==> src/rtl/fetch_sequencer.sv <==
// Instruction-fetch controller: owns the PC, drives the instruction memory address and
// registers each fetched word with its PC for decode; handles stall, branch flush and range faults.
module fetch_sequencer #(
  parameter logic [31:0] RESET_PC   = 32'h0040_0000,
  parameter logic [31:0] TEXT_BASE  = 32'h0040_0000,
  parameter logic [31:0] TEXT_LIMIT = 32'h0040_0400
) (
  input  logic        i_clock,
  input  logic        i_clear,
  output logic [31:0] o_imem_addr,
  input  logic [31:0] i_imem_instr,
  input  logic        i_stall,
  input  logic        i_branch_taken,
  input  logic [31:0] i_branch_target,
  output logic [31:0] o_instr_out,
  output logic [31:0] o_pc_out,
  output logic        o_instr_valid,
  output logic        o_fault,
  output logic [15:0] o_fetch_count
);

  typedef enum logic [1:0] {S_BOOT, S_FETCH, S_FAULT} state_t;

  state_t      r_state, w_next_state;
  logic [31:0] r_pc, r_instr, r_pc_out;
  logic        r_valid, r_fault;
  logic [15:0] r_count;
  logic        w_legal, w_do_branch, w_do_capture, w_do_fault;

  // Legality is only consulted on a capture attempt, so a redirect to a bad target
  // or a stalled bad PC does not fault until the next unstalled fetch.
  assign w_legal = (r_pc >= TEXT_BASE) && (r_pc < TEXT_LIMIT) && (r_pc[1:0] == 2'b00);

  always_ff @(posedge i_clock or posedge i_clear) begin
    if (i_clear) r_state <= S_BOOT;
    else         r_state <= w_next_state;
  end

  always_comb begin
    w_next_state = r_state;
    case (r_state)
      S_BOOT:  w_next_state = S_FETCH;
      S_FETCH: if (!i_branch_taken && !i_stall && !w_legal) w_next_state = S_FAULT;
      S_FAULT: w_next_state = S_FAULT;
      default: w_next_state = S_BOOT;
    endcase
  end

  always_comb begin
    w_do_branch  = 1'b0;
    w_do_capture = 1'b0;
    w_do_fault   = 1'b0;
    if (r_state == S_FETCH) begin
      w_do_branch  = i_branch_taken;
      w_do_capture = !i_branch_taken && !i_stall && w_legal;
      w_do_fault   = !i_branch_taken && !i_stall && !w_legal;
    end
  end

  always_ff @(posedge i_clock or posedge i_clear) begin
    if (i_clear) begin
      r_pc     <= RESET_PC;
      r_instr  <= '0;
      r_pc_out <= '0;
      r_valid  <= 1'b0;
      r_fault  <= 1'b0;
      r_count  <= '0;
    end else if (w_do_branch) begin
      r_pc    <= i_branch_target;
      r_valid <= 1'b0;
    end else if (w_do_capture) begin
      r_instr  <= i_imem_instr;
      r_pc_out <= r_pc;
      r_valid  <= 1'b1;
      r_pc     <= r_pc + 32'd4;
      r_count  <= r_count + 16'd1;
    end else if (w_do_fault) begin
      r_fault <= 1'b1;
      r_valid <= 1'b0;
    end
  end

  assign o_imem_addr   = r_pc;
  assign o_instr_out   = r_instr;
  assign o_pc_out      = r_pc_out;
  assign o_instr_valid = r_valid;
  assign o_fault       = r_fault;
  assign o_fetch_count = r_count;

endmodule

==> config.mk <==
export PLATFORM = sky130hd
export DESIGN_NAME = fetch_sequencer
export DESIGN_NICKNAME = d
export VERILOG_FILES = /design/src/rtl/fetch_sequencer.sv
export SDC_FILE = /design/constraint.sdc
export NUM_CORES = 1
export LEC_CHECK = 0
export CORE_UTILIZATION = 25
export DETAILED_ROUTE_END_ITERATION = 10
export PLACE_DENSITY = 0.61
export SLEW_MARGIN = 20
export SYNTH_ARGS = -nofsm -noshare
export SYNTH_HDL_FRONTEND = slang
export SYNTH_SLANG_ARGS = --single-unit
export TNS_END_PERCENT = 30
==> constraint.sdc <==
create_clock -name i_clock -period 4.28 [get_ports i_clock]
set_clock_uncertainty 0.15 [all_clocks]
set_input_delay 0.856 -clock i_clock [delete_from_list [all_inputs] [get_ports i_clock]]
set_output_delay 0.856 -clock i_clock [all_outputs]
set_load 0.02 [all_outputs]
==> results of run 1 <==
-- registers in the layout, indices dropped and copies added (netlist names) --
register / count
o_imem_addr: 32
o_instr_out: 32
o_pc_out: 32
o_fetch_count: 16
r_state: 2
o_fault: 1
o_instr_valid: 1
-- cells by family (layout without fill, tap and decap cells) --
group	after synthesis	after routing	share of synthesized area
flops	116	116	0.6288
mux	44	44	0.1070
simple gates	168	168	0.1813
buf+inv	20	221	0.01788
fa+ha+maj	5	5	0.01355
xor+xnor	18	18	0.03414
compound gates	13	13	0.01734
-- stage by stage --
stage,instance area (sq um),utilization
6_report,7241,0.4017
3_3_place_gp,6715,0.3726
5_1_grt,7241,0.4017
2_1_floorplan,4618,-
4_1_cts,7241,0.4017
3_5_place_dp,6715,0.3726
-- layout make-up --
type	count	area (sq um)
clock buffers	24	471.7
clock inverters	5	53.80
fillers	1727	10780
inverters	6	25.02
multi-input cells	248	1638
flip-flops and latches	116	2904
well taps	229	286.5
repair buffers	186	1862
-- layout by cell type (no fill, tap or decap), types with 2 or more instances in the layout --
cell type	n
nor2b_1	23
ha_1	5
and3_1	4
a21oi_1	5
buf_4	4
nor3b_1	2
nand3_1	15
clkdlybuf4s50_1	181
clkbuf_1	5
nor4_1	2
clkbuf_8	2
dfrtp_1	115
clkbuf_16	17
or3_1	3
xor2_1	3
inv_1	5
o21ai_0	2
xnor2_1	15
nor2_1	8
nor4_2	4
nor3_1	7
mux2_2	43
clkinv_2	3
nand4_1	6
nand2_1	87
-- worst max-delay path, cell delays in order --
cell and delay [ns]:
clkdlybuf4s50_1 0.49, nor3b_1 0.53, nand3_1 0.13, or3_1 0.39, or4_1 0.49, nand3_1 0.09
-- where the power goes --
group	total (mW)	internal, mW	switching, mW	leakage [nW]
clock	1.27	0.815	0.453	0.260
sequential	1.42	1.25	0.168	1.55
combinational	0.887	0.430	0.457	1.49
total	3.57	2.49	1.08	3.30
-- cell usage after synthesis (all sizes together), types with 6 or more instances --
| master | count | area [sq um] |
|---|---|---|
| nand4 | 7 | 50.05 |
| nor2 | 8 | 30.03 |
| nand3 | 15 | 75.07 |
| nor2b | 23 | 143.9 |
| nor4 | 6 | 62.56 |
| mux2 | 43 | 484.2 |
| nand2 | 87 | 326.6 |
| inv | 6 | 22.52 |
| xnor2 | 15 | 131.4 |
| buf | 7 | 33.78 |
| nor3 | 8 | 45.04 |
| dfrtp | 115 | 2878 |
| clkbuf | 7 | 26.28 |
-- routing by layer --
layer | GRT usage | up-vias | share of wire
met3 | 0.03984 | 17 | 0.036
met5 | 0 | - | 0
met1 | 0.1600 | 1779 | 0.43
li1 | - | 1678 | -
met4 | 0.05435 | 0 | 0.020
met2 | 0.2158 | 86 | 0.52
-- how the worst max path moves through the flow --
| stage | cells after the start | slack (ns) | to | startpoint |
|---|---|---|---|---|
| floorplan | 1 | 0.20 | o_fault$_DFFE_PP0P_ | i_clear |
| global placement | 6 | 1.14 | o_imem_addr[8]$_DFFE_PP0P_ | i_branch_taken |
| detailed placement | 6 | 1.08 | o_imem_addr[8]$_DFFE_PP0P_ | i_branch_taken |
| CTS | 5 | 1.49 | o_instr_out[18]$_DFFE_PP0P_ | o_imem_addr[22]$_DFFE_PP1P_ |
| global route | 6 | 1.31 | o_fetch_count[15]$_DFFE_PP0P_ | i_branch_taken |
| finish | 6 | 1.48 | o_imem_addr[8]$_DFFE_PP0P_ | i_branch_taken |
==> out/metrics.yaml, run 1 <==
setup_viol: 0
clk_latency_ns: 0.40
grt_pass1_vias: 3609
drv_slew: 0
firstDrtPassIters: 5
period_share: 0.6548
nets: 648
crit_path_end_kind: "flop"
final_cells: 814
clk_pin_slew_worst_paths_ns: 0.05
hp-start: "o_pc_out[22]$_DFFE_PP0P_"
fmax_mhz: 356.8
seq_area_frac_synth: 0.6288
wl_per_cell_um: 15.07
fp.dieW_um: 137.9
status: "completed"
avgSynthCellArea_sq_um: 12.03
cts_buffer_depth: 2
cts_buffers: 17
hpwl_um: 8703
crit_type: "input port to flop"
place_ws_ns: 1.085
drive_gt1_frac: 0.1419
ir_drop_uv: 247.7
area_growth_pct: 56.79
yosysWarnings: 0
gr-total-overflow: 0
arrival_ns: 2.99
cts_sinks: 116
ys_seq_elements: 116
die_y_um: 137.9
cts_tree: "done"
io_pins: 182
track_usage: 0.1316
port_buffers: 181
cp.required_ns: 4.47
min_to: "o_pc_out[22]$_DFFE_PP0P_"
path_max_fanout: 5
start_util: 0.2562
timing.rr.end: "o_instr_out[5]$_DFFE_PP0P_"
netlist_area_sq_um: 4618
fin_tns_setup_ns: 0
post_cts_buffers: 0
hold_violations: 0
drt_iter0_drc: 130
place_inst: 785
num_vias: 3560
r2r_cells: 5
timing.hold.ws_ns: 0.3141
powerDensity_nw_per_um2: 493.4
rsz0062_at_grt: "no"
cts_resized: 0
coreArea_sq_um: 18020
antenna_found_initial: 0
grt_pass1_wl_um: 18840
p_total_mw: 3.572
synthesis.nets: 457
grt_max_degree: 117
synth_edf_count: 0
final_antenna_net_count: 0
worstReg2RegStart: "o_imem_addr[22]$_DFFE_PP1P_"
viasPerCell: 4.373
drt_wl_total_um: 12270
relSlewSlack: 0.5408
ys.flop_type: "dfrtp_1"
leakagePower_nw: 3.301
clockRootBuffer: "clkbuf_16"
die_area_sq_um: 19020
remaining_drc_errors: 0
cap_violations: 0
diodes: 0
reg2reg_setup_slack_ns: 1.53
min_path_cells: 1
worst_slack_ns: 1.477
cts_hold_buf: 0
worst_pin_slew_ns: 0.6888
hp-class: "flop to flop"
period_minus_slack_ns: 2.803
synthArstFlopShare: 1.000
startpoint_type: "input port"
ys_types: 37
place_congestion: 0.7783
row_count: 49
synthCells: 384
h-tree-depth: 4
Note: power is estimated with default switching activity, not from simulation.
==> run 2: changes to the inputs <==
- clock period: 4.28 -> 2.4 ns (I/O delays scaled with it)
==> out/metrics.yaml, run 2 (synthesized netlist as in run 1, its figures left out) <==
cts_sinks: 116
path_max_fanout: 5
place_inst: 801
io_pins: 182
cp.required_ns: 2.59
antenna_found_initial: 0
hp-class: "flop to flop"
row_count: 49
slowest_delay_ns: 0.48
slowest_stage: "or4_1"
remaining_drc_errors: 0
hpwl_um: 8987
firstDrtPassIters: 4
cts_buffers: 17
use_met3: 0.03253
crit_type: "flop to flop"
clk_pin_slew_worst_paths_ns: 0.05
arrival_ns: 2.46
grt_pass1_vias: 3682
cap_violations: 0
grt_pass1_wl_um: 19290
place_congestion: 0.7575
powerDensity_nw_per_um2: 922.2
diodes: 0
ir_drop_uv: 491.1
cts_hold_buf: 0
drive_gt1_frac: 0.1769
gr-total-overflow: 0
die_area_sq_um: 19020
rsz0062_at_grt: "no"
critical_path_buf_inv_count: 1
gr-usage-met2: 0.2192
fmax_mhz: 440.9
hold_violations: 0
final_common_cell: "clkdlybuf4s50_1"
cts_buffer_depth: 2
design_area_sq_um: 7564
drt_wl_total_um: 12450
setup_viol: 0
viasPerCell: 4.323
final_cell_mix: "181 x clkdlybuf4s50_1, 115 x dfrtp_1, 86 x nand2_1"
worst_pin_slew_ns: 0.6555
relSlewSlack: 0.5630
clockRootBuffer: "clkbuf_16"
drv_slew: 0
worst_slack_ns: 0.1321
place_area_sq_um: 6874
drt_iter0_drc: 104
use_met1: 0.1677
coreArea_sq_um: 18020
leakagePower_nw: 3.444
final_antenna_net_count: 0
timing.hold.ws_ns: 0.3253
die_y_um: 137.9
final_cells: 834
cp_common_cell: "nand3_1"
grt_max_degree: 67
crit_path_end_kind: "flop"
period_share: 0.9449
cts_tree: "done"
place_ws_ns: -0.08971
status: "completed"
track_usage: 0.1340
fp.dieW_um: 137.9
port_buffers: 181
nets: 665
grt_busiest_layer: "met2"
h-tree-depth: 4
clk_latency_ns: 0.41
area_growth_pct: 63.78
n_fill_cell: 1706
wl_per_cell_um: 14.93
num_vias: 3605
period_minus_slack_ns: 2.268
start_util: 0.2562
startpoint_type: "flop"
crit_chain: "inv_1 > ha_1 > nor3b_1 > nand3_1 > or3_4 > or4_1 > nand3_1"
crit_family: "simple AND/OR/NAND/NOR gates"
run 2: cell count changes in the layout (fill, tap and decap cells not counted), moves of 2 or more:
cell and delta:
clkinv_2 -2, buf_12 +3, bufinv_16 +4, buf_4 +14
clkinvlp_4 +3
run 2: cell type report:
class,count,area [sq um],share of cell area
clock buffer,23,457.9,0.06055
clock inverter,9,178.9,0.02366
inverter,6,26.28,0.003474
multi-input combinational,248,1683,0.2225
sequential,116,2904,0.3840
tap,229,286.5,0.03788
timing repair buffer,203,2027,0.2680
run 2: stage by stage:
step / total power [mW] / utilization / TNS [ns]
after global routing: 7.325 / 0.4196 / 0
after CTS: 7.016 / 0.4167 / 0
after global placement: 4.156 / 0.3814 / -1.886
final: 6.975 / 0.4196 / 0
after detailed placement: 4.213 / 0.3814 / -2.103
after floorplan: 3.325 / - / 0
run 2: worst paths after layout:
| path | start | end | cells after the start | slack [ns] |
|---|---|---|---|---|
| setup / recovery | r_state[1]$_DFFE_PP0P_ | o_imem_addr[8]$_DFFE_PP0P_ | 7 | 0.13 |
| hold / removal | o_fetch_count[15]$_DFFE_PP0P_ | o_fetch_count[15]$_DFFE_PP0P_ | 1 | 0.33 |
| setup reg to reg | r_state[1]$_DFFE_PP0P_ | o_imem_addr[8]$_DFFE_PP0P_ | 7 | 0.13 |
| hold reg to reg | o_fetch_count[15]$_DFFE_PP0P_ | o_fetch_count[15]$_DFFE_PP0P_ | 1 | 0.33 |
| max in group asynchronous | i_clear | o_pc_out[4]$_DFFE_PP0P_ | 3 | 1.14 |
| min in group asynchronous | i_clear | o_fetch_count[0]$_DFFE_PP0P_ | 3 | 0.39 |
run 2: timing repair:
item	CTS	global route
hold endpoints to repair	0	0
pin swaps	1	1
setup endpoints to repair	1	12
resized for setup	0	7
setup buffers	0	1
run 2: where the power goes:
part | switching (mW) | internal, mW
logic | 0.864 | 0.830
registers | 0.313 | 2.23
clock network | 0.874 | 1.87
run 2: routing by layer:
metal	up-vias	routed length, um
met5	-	0
met4	0	217
met3	15	448
met2	81	6399
met1	1799	5388
li1	1710	-
